$ cat config.mk
export PLATFORM = sky130hd
export DESIGN_NAME = reg_file_sb
export DESIGN_NICKNAME = d
export VERILOG_FILES = /design/src/rtl/reg_file_sb.sv
export SDC_FILE = /design/constraint.sdc
export NUM_CORES = 2
export LEC_CHECK = 0
export ABC_CLOCK_PERIOD_IN_PS = 8600
export CAP_MARGIN = 0
export CORE_MARGIN = 10
export CORE_UTILIZATION = 60
export DETAILED_ROUTE_END_ITERATION = 7
export PLACE_DENSITY = 0.8
export SLEW_MARGIN = 20
export SYNTH_ARGS = -nofsm -noshare
export SYNTH_HDL_FRONTEND = slang
export SYNTH_SLANG_ARGS = --single-unit
$ cat constraint.sdc
create_clock -name clk -period 8.6 [get_ports clk]
set_input_delay 1.72 -clock clk [delete_from_list [all_inputs] [get_ports clk]]
set_output_delay 1.72 -clock clk [all_outputs]
set_load 0.01 [all_outputs]
$ cat src/rtl/reg_file_sb.sv
// reg_file_sb: two combinational read ports, one write port, register 0 hardwired to zero,
// and a per-register busy scoreboard. Optional write-to-read bypass when REG_FILE_BYPASS_EN is defined.
module reg_file_sb #(
  parameter int DATA_W = 32,
  parameter int ADDR_W = 5
) (
  input  logic              clk,
  input  logic              rst,
  input  logic [ADDR_W-1:0] Read_addr_A,
  input  logic [ADDR_W-1:0] Read_addr_B,
  output logic [DATA_W-1:0] RDA,
  output logic [DATA_W-1:0] RDB,
  output logic              busy_A,
  output logic              busy_B,
  input  logic              issue,
  input  logic [ADDR_W-1:0] issue_addr,
  input  logic              WE,
  input  logic [ADDR_W-1:0] write_addr,
  input  logic [DATA_W-1:0] WD,
  output logic [ADDR_W:0]   pending_cnt
);

  localparam int NREG = 2 ** ADDR_W;
  localparam logic [ADDR_W-1:0] ZERO_ADDR = {ADDR_W{1'b0}};
  localparam logic [ADDR_W:0]   CNT_ONE   = {{ADDR_W{1'b0}}, 1'b1};

  logic [DATA_W-1:0] mem_r [NREG];
  logic [NREG-1:0]   busy_r;
  logic [NREG-1:0]   busy_next_s;
  logic [ADDR_W:0]   cnt_r;
  logic              wr_en_s;
  logic              iss_en_s;
  logic              inc_s;
  logic              dec_s;
  logic              byp_a_s;
  logic              byp_b_s;
  logic [DATA_W-1:0] byp_data_s;

  assign wr_en_s  = WE && (write_addr != ZERO_ADDR);
  assign iss_en_s = issue && (issue_addr != ZERO_ADDR);

  // The count moves only when a bit actually flips; issue to a busy register and a
  // write-back that is overridden by a same-register issue both leave it alone.
  assign inc_s = iss_en_s && !busy_r[issue_addr];
  assign dec_s = wr_en_s && busy_r[write_addr] && !(iss_en_s && (issue_addr == write_addr));

`ifdef REG_FILE_BYPASS_EN
  assign byp_a_s    = wr_en_s && (write_addr == Read_addr_A);
  assign byp_b_s    = wr_en_s && (write_addr == Read_addr_B);
  assign byp_data_s = WD;
`else
  assign byp_a_s    = 1'b0;
  assign byp_b_s    = 1'b0;
  assign byp_data_s = {DATA_W{1'b0}};
`endif

  // Scoreboard next state: issue sets, else write-back clears, else hold.
  always_comb begin
    busy_next_s = {NREG{1'b0}};
    for (int r = 0; r < NREG; r++) begin
      if (r == 0) begin
        busy_next_s[r] = 1'b0;
      end else if (iss_en_s && (issue_addr == ADDR_W'(r))) begin
        busy_next_s[r] = 1'b1;
      end else if (wr_en_s && (write_addr == ADDR_W'(r))) begin
        busy_next_s[r] = 1'b0;
      end else begin
        busy_next_s[r] = busy_r[r];
      end
    end
  end

  // Register array, busy bits and pending count with asynchronous clear.
  always_ff @(posedge clk or negedge rst) begin
    if (!rst) begin
      for (int i = 0; i < NREG; i++) begin
        mem_r[i] <= {DATA_W{1'b0}};
      end
      busy_r <= {NREG{1'b0}};
      cnt_r  <= {(ADDR_W+1){1'b0}};
    end else begin
      if (wr_en_s) begin
        mem_r[write_addr] <= WD;
      end
      busy_r <= busy_next_s;
      if (inc_s && !dec_s) begin
        cnt_r <= cnt_r + CNT_ONE;
      end else if (dec_s && !inc_s) begin
        cnt_r <= cnt_r - CNT_ONE;
      end else begin
        cnt_r <= cnt_r;
      end
    end
  end

  // Read ports: bypass first, then the hardwired zero register, then stored state.
  always_comb begin
    RDA    = {DATA_W{1'b0}};
    RDB    = {DATA_W{1'b0}};
    busy_A = 1'b0;
    busy_B = 1'b0;
    if (byp_a_s) begin
      RDA    = byp_data_s;
      busy_A = 1'b0;
    end else if (Read_addr_A == ZERO_ADDR) begin
      RDA    = {DATA_W{1'b0}};
      busy_A = 1'b0;
    end else begin
      RDA    = mem_r[Read_addr_A];
      busy_A = busy_r[Read_addr_A];
    end
    if (byp_b_s) begin
      RDB    = byp_data_s;
      busy_B = 1'b0;
    end else if (Read_addr_B == ZERO_ADDR) begin
      RDB    = {DATA_W{1'b0}};
      busy_B = 1'b0;
    end else begin
      RDB    = mem_r[Read_addr_B];
      busy_B = busy_r[Read_addr_B];
    end
  end

  assign pending_cnt = cnt_r;

endmodule

## Word-level counts from Yosys, hierarchy flattened

Index checks and enable logic that the tools add are counted.

| storage, ports and cells | value |
|---|---|
| bits in registers | 1061 |
| logic and storage cells | 336 |
| output and inout port bits | 72 |
| bits of input ports | 56 |

| operators by class | value |
|---|---|
| bitwise operators | 3 |
| add/subtract/negate cells | 2 |
| order comparisons | 8 |
| mux-type cells | 85 |
| eq/ne operators | 63 |
| reduce and logical (&&, ||, !) cells | 111 |

Operator list:

| cell | number |
|---|---|
| bitwise mux 1024 bit | 1 |
| binary-select mux 32 bit (select 5 bit) | 2 |
| two-way mux 32 bit | 7 |
| demux 32 bit (select 5 bit) | 1 |
| equality test 5 bit (second input constant) | 32 |
| equality test 5 x 4 -> 1 bit (second input constant) | 16 |
| logical AND 1 bit | 71 |
| two-way mux 1 bit | 68 |
| nonzero test 2 bit | 32 |
| equality test 5 x 3 -> 1 bit (second input constant) | 8 |
| less-than comparator 5 x 6 -> 1 bit (second input constant) | 4 |
| binary-select mux 1 bit (select 5 bit) | 4 |
| equality test 5 x 2 -> 1 bit (second input constant) | 4 |
| greater-or-equal comparator 6 bit (second input constant) | 3 |
| inverter 5 -> 6 bit | 3 |
| two-way mux 6 bit | 2 |
| equality test 5 x 1 -> 1 bit (second input constant) | 2 |
| zero test 5 bit | 2 |
| nonzero test 5 bit | 2 |
| adder 6 x 1 -> 6 bit (second input constant) | 1 |
| less-than comparator 6 x 1 -> 1 bit (second input constant) | 1 |
| subtractor 6 x 1 -> 6 bit (second input constant) | 1 |
| equality test 5 bit | 1 |
| zero test 1 bit | 4 |

## Logic depth before layout (Yosys ltp)

| logic depth | value |
|---|---|
| depth in word-level cells | 8 |
| gate-level depth with buffers | 13 |
| gate-level depth less buffers | 11 |

## Least setup slack after synthesis

No wires, ideal clock.

| path | value |
|---|---|
| path type | input port to output port |
| from | in Read_addr_A[1] |
| to | out busy_A |
| stages | 5 |
| path slack | 3.451 ns |
| path buffers | 2 |
| data arrival time | 3.429 ns |
| data required time | 6.880 ns |
| path through | buf_2 > buf_1 > mux4_2 > mux4_2 > mux2_2 |

| on the way | value |
|---|---|
| longest elaborated chain between the ends | 3 |
| elaborated cells between the ends (all ways) | 4 |
| classes of those cells | mux: 3; reduce/logical: 1 |

Ends and longest elaborated chain:

| element | RTL line | text |
|---|---|---|
| start: declaration | 9 | `input logic [ADDR_W-1:0] Read_addr_A,` |
| binary-select mux 1 bit (select 5 bit) | 110 | `busy_A = busy_r[Read_addr_A];` |
| two-way mux 1 bit (implied by the code) | 110 |  |
| two-way mux 1 bit * | 105 | `end else if (Read_addr_A == ZERO_ADDR) begin` |
| end: declaration | 13 | `output logic busy_A,` |

Every way passes the cells marked *; elsewhere a longest branch is shown, timed or not. The select of a mux whose other input is x is not followed.

## Final worst setup path

| path | value |
|---|---|
| from | in Read_addr_A[2] |
| to | out RDA[16] |

| on the way | value |
|---|---|
| longest elaborated chain between the ends | 5 |
| elaborated cells between the ends (all ways) | 6 |
| classes of those cells | mux: 4; bitwise: 1; reduce/logical: 1 |

Ends and longest elaborated chain:

| element | RTL line | text |
|---|---|---|
| inverter 5 -> 6 bit (implied by the code) | 109 | `RDA = mem_r[Read_addr_A];` |
| binary-select mux 32 bit (select 5 bit) | 109 |  |
| two-way mux 32 bit (implied by the code) (2 in series) | 109 |  |
| two-way mux 32 bit * | 105 |  |
| end: declaration | 11 | `output logic [DATA_W-1:0] RDA,` |

Marks and branches as above.

==> results list <==
* Power per cell area: 237.7 mW/mm^2
* Overall routing resource usage: 0.3047
* Count of hold buffers inserted by post-cts repair: 0
- Number of failing setup endpoints in the final timing report: 0
- The later pin in the worst-skew pair is clocked with a latency of 700 ps.
- Data arrival time of the critical path: 5310 ps
- Cells after Synth: 3656
- CP Class: in -> out
- Max-cap violations in this run came to 0.
* Period utilisation layout: 0.8178
- Sum of routed wire length over all layers: 162.8 mm
- Of all nets on the critical path, the largest fanout is 22.
- The initial utilization of the core area, before any placement, comes to 0.6058.
- After synthesis, the netlist uses 57 different library cells.
- The number of antenna violations at the first check in global routing was 11.
* Async S/R FF share, synth: 1.000
- The congestion estimate from routability-driven global placement came to 0.8860.
- Among all flip-flop cells after synthesis, the most frequent one is sky130_fd_sc_hd__dfrtp_1.
* Number of antenna-violating nets in the routed design: 0
- Detailed placement ended at an HPWL of 95.81 mm.
- Synthesis produced a netlist with a net count of 3718.
* Post-Synthesis Cell Area: 0.05663 mm^2
- During placement, the flow inserted port buffers numbering 127.
- The final hold violation count is 0.
- Total DRC errors in the routed layout: 0
- Yosys Warn Count: 0
- In this run the most critical hold path is launched from mem_r[1023].
- A synthesized cell averages 15.49 um^2.
- In the routed layout, each cell is associated on average with a via count of 7.275.
- Number of clock sinks seen by CTS: 1061
- In this run the cell area measured after placement is 0.05847 mm^2.
- Of the post-synthesis cell area, the dominant cell type holds 0.4689.
- Crit path launch type: input pin
* Endpoint type of the worst setup path: output port
- Min Clock Period, post-route: 7033 ps
- The die covers 0.1071 mm^2.
* Reported leakage power: 26.52 nW
- The first global-routing pass estimated 245.0 mm of wire.
- After detailed routing, the average wire length per cell comes to 33.25 um.
- Max Root-Sink Buffers: 3
- In the post-route analysis, the smallest setup slack over all paths is 1567 ps.
- Worst r2r src: busy_r[1]
- The worst pin sits at a relative slew slack of 0.2156.
- The final layout contains 3615 nets.
* Sequential area share after synthesis: 0.4689
- Fill cells in the final layout number 6301.
* Area contributors post-synth: sky130_fd_sc_hd__dfrtp_1 (47%), sky130_fd_sc_hd__mux4_2 (22%), sky130_fd_sc_hd__mux2_2 (21%)
* Drt initial violations: 3894
- Rows: 112
- Before CTS, the worst setup slack after placement is 1654 ps.
- Post-synthesis to final-layout area growth: 9.556%
* Max Transition Viols Final: 0
- Resized Gates After CTS: 0
- The root buffer cell chosen for the clock tree is sky130_fd_sc_hd__clkbuf_16.
* Pin count of the biggest net entering global routing: 162
* Width of the die: 327.2 um
- In the final timing run, aggregate negative setup slack is 0 ps.
* Clock tree from TritonCTS: yes
- Seq cells post-synth: 1061
* Fmax: 142.2 MHz
* Post-CTS Setup Inserts: 0
- The total area inside the core boundary comes to 0.09347 mm^2.
* Vias in the first global route: 36506
- Between clock sinks in the finished design, the worst skew comes to 15.19 ps.
- Number of optimization iterations in the first detailed-route pass: 5
- From bottom edge to top edge, the die measures 327.2 um.
- Launch point of the worst path: Read_addr_A[2]
* Area of all placed cells without fillers: 0.06204 mm^2
- Number of buffers inserted during clock tree synthesis: 110
- Worst endpoint required time: 6880 ps
- During I/O placement, the number of pins put on the boundary was 128.
* Number of enable-type register cells in the synthesized netlist: 0
- Number of vias after detailed routing: 35627
* CTS H-tree depth: 3
* Clock-pin slew on the worst setup and hold paths: 60 ps
* Classification of the worst-slack hold path: reg -> reg
- Across the VDD grid, the largest voltage drop is 0.1615 mV.
- Share of cells above drive strength 1: 0.5229
- Grt total ovfl: 0
- Library cell occupying the most area in the post-synthesis netlist: sky130_fd_sc_hd__dfrtp_1
- RSZ-0062 raised after global routing: false
- Least-Margin Pin Slew: 1177 ps
* Outcome: complete, no violations
## synthesized netlist by cell type (32+ instances only)
master and count:
sky130_fd_sc_hd__a21oi_1 64, sky130_fd_sc_hd__a221oi_1 39, sky130_fd_sc_hd__buf_2 165, sky130_fd_sc_hd__clkbuf_1 209, sky130_fd_sc_hd__dfrtp_1 1061, sky130_fd_sc_hd__inv_1 49, sky130_fd_sc_hd__mux2_2 1051, sky130_fd_sc_hd__mux2i_1 108
sky130_fd_sc_hd__mux4_2 544, sky130_fd_sc_hd__nand2_1 42, sky130_fd_sc_hd__o221ai_1 32, sky130_fd_sc_hd__o22ai_1 63
## flip-flops by register name (all words and copies together), names as in the netlist
name         flops
mem_r         1024
pending_cnt      6
busy_r          31
## critical path, stage by stage
cell and delay (ps):
sky130_fd_sc_hd__buf_4 370, sky130_fd_sc_hd__inv_1 500, sky130_fd_sc_hd__nand2_2 530, sky130_fd_sc_hd__buf_4 410, sky130_fd_sc_hd__o22ai_1 140, sky130_fd_sc_hd__a221oi_1 860, sky130_fd_sc_hd__clkdlybuf4s50_1 710
## final timing paths
check                      slack [ps]              to  cells after the start
setup / recovery                 1570         RDA[16]                      7
max in group asynchronous        5680      mem_r[317]                      3
hold / removal                    370     mem_r[1023]                      0
setup reg to reg                 4860  pending_cnt[5]                     11
hold reg to reg                   370     mem_r[1023]                      0
min in group asynchronous        1060      mem_r[102]                      1
## metal layers
| layer | vias up | track usage | routed length [um] | share of wire |
|---|---|---|---|---|
| met5 | - | 0 | 91 | 0.00056 |
| met4 | 14 | 0.1187 | 7011 | 0.043 |
| met3 | 428 | 0.08820 | 18600 | 0.11 |
| met2 | 1995 | 0.4519 | 73570 | 0.45 |
| met1 | 19157 | 0.4253 | 63540 | 0.39 |
| li1 | 14033 | - | - | - |
## cell usage in the layout (no fill, tap or decap), types with 17 or more instances in the layout
| cell type | count |
|---|---|
| sky130_fd_sc_hd__a211oi_1 | 31 |
| sky130_fd_sc_hd__a21oi_1 | 64 |
| sky130_fd_sc_hd__a221oi_1 | 39 |
| sky130_fd_sc_hd__buf_4 | 74 |
| sky130_fd_sc_hd__clkbuf_1 | 28 |
| sky130_fd_sc_hd__clkbuf_16 | 110 |
| sky130_fd_sc_hd__clkbuf_8 | 24 |
| sky130_fd_sc_hd__clkdlybuf4s50_1 | 112 |
| sky130_fd_sc_hd__clkinv_2 | 23 |
| sky130_fd_sc_hd__dfrtp_1 | 1061 |
| sky130_fd_sc_hd__inv_1 | 48 |
| sky130_fd_sc_hd__mux2_2 | 1051 |
| sky130_fd_sc_hd__mux2i_1 | 108 |
| sky130_fd_sc_hd__mux4_2 | 544 |
| sky130_fd_sc_hd__nand2_1 | 26 |
| sky130_fd_sc_hd__nand2_2 | 17 |
| sky130_fd_sc_hd__o221ai_1 | 32 |
| sky130_fd_sc_hd__o22ai_1 | 63 |
## power breakdown
| group | total [mW] | switching (mW) | internal (mW) |
|---|---|---|---|
| Sequential | 6.69 | 0.727 | 5.96 |
| Combinational | 3.28 | 1.30 | 1.98 |
| Clock | 4.78 | 2.02 | 2.76 |
| Total | 14.7 | 4.05 | 10.7 |
## metrics by stage
step	util	power, mW	instances	hold WS [ps]
finish	0.6637	14.75	4897	372.9
global route	0.6636	15.34	4894	384.2
global placement	0.6255	9.836	4694	360.4
CTS	0.6639	14.78	4892	376.8
floorplan	-	8.935	3656	424.6
detailed placement	0.6255	10.00	4694	363.2
## cells by family (layout without fill, tap and decap cells)
kind of cell             after synthesis  after routing  synth area share
flip-flops                          1061           1061            0.4689
buffers and inverters                474            457           0.03754
adder cells (fa/ha/maj)                6              6          0.001458
AO/OA/AOI/OAI                        277            277           0.03387
multiplexers                        1711           1711            0.4466
XOR/XNOR                               8              8          0.001237
AND/OR/NAND/NOR                      119            119           0.01045
other                                  0              4                 0
## area by class of cell
cell class | instances | area [um^2] | area share
Multi-Input combinational cell | 2121 | 28150 | 0.4537
Sequential cell | 1061 | 26550 | 0.4280
Clock buffer | 161 | 3174 | 0.05117
Timing Repair Buffer | 209 | 1988 | 0.03205
Tap cell | 1254 | 1569 | 0.02529
Clock inverter | 37 | 409.1 | 0.006595
Inverter | 50 | 191.4 | 0.003086
Antenna cell | 4 | 10.01 | 0.0001613
No activity file was read; power rests on OpenSTA's default activity.
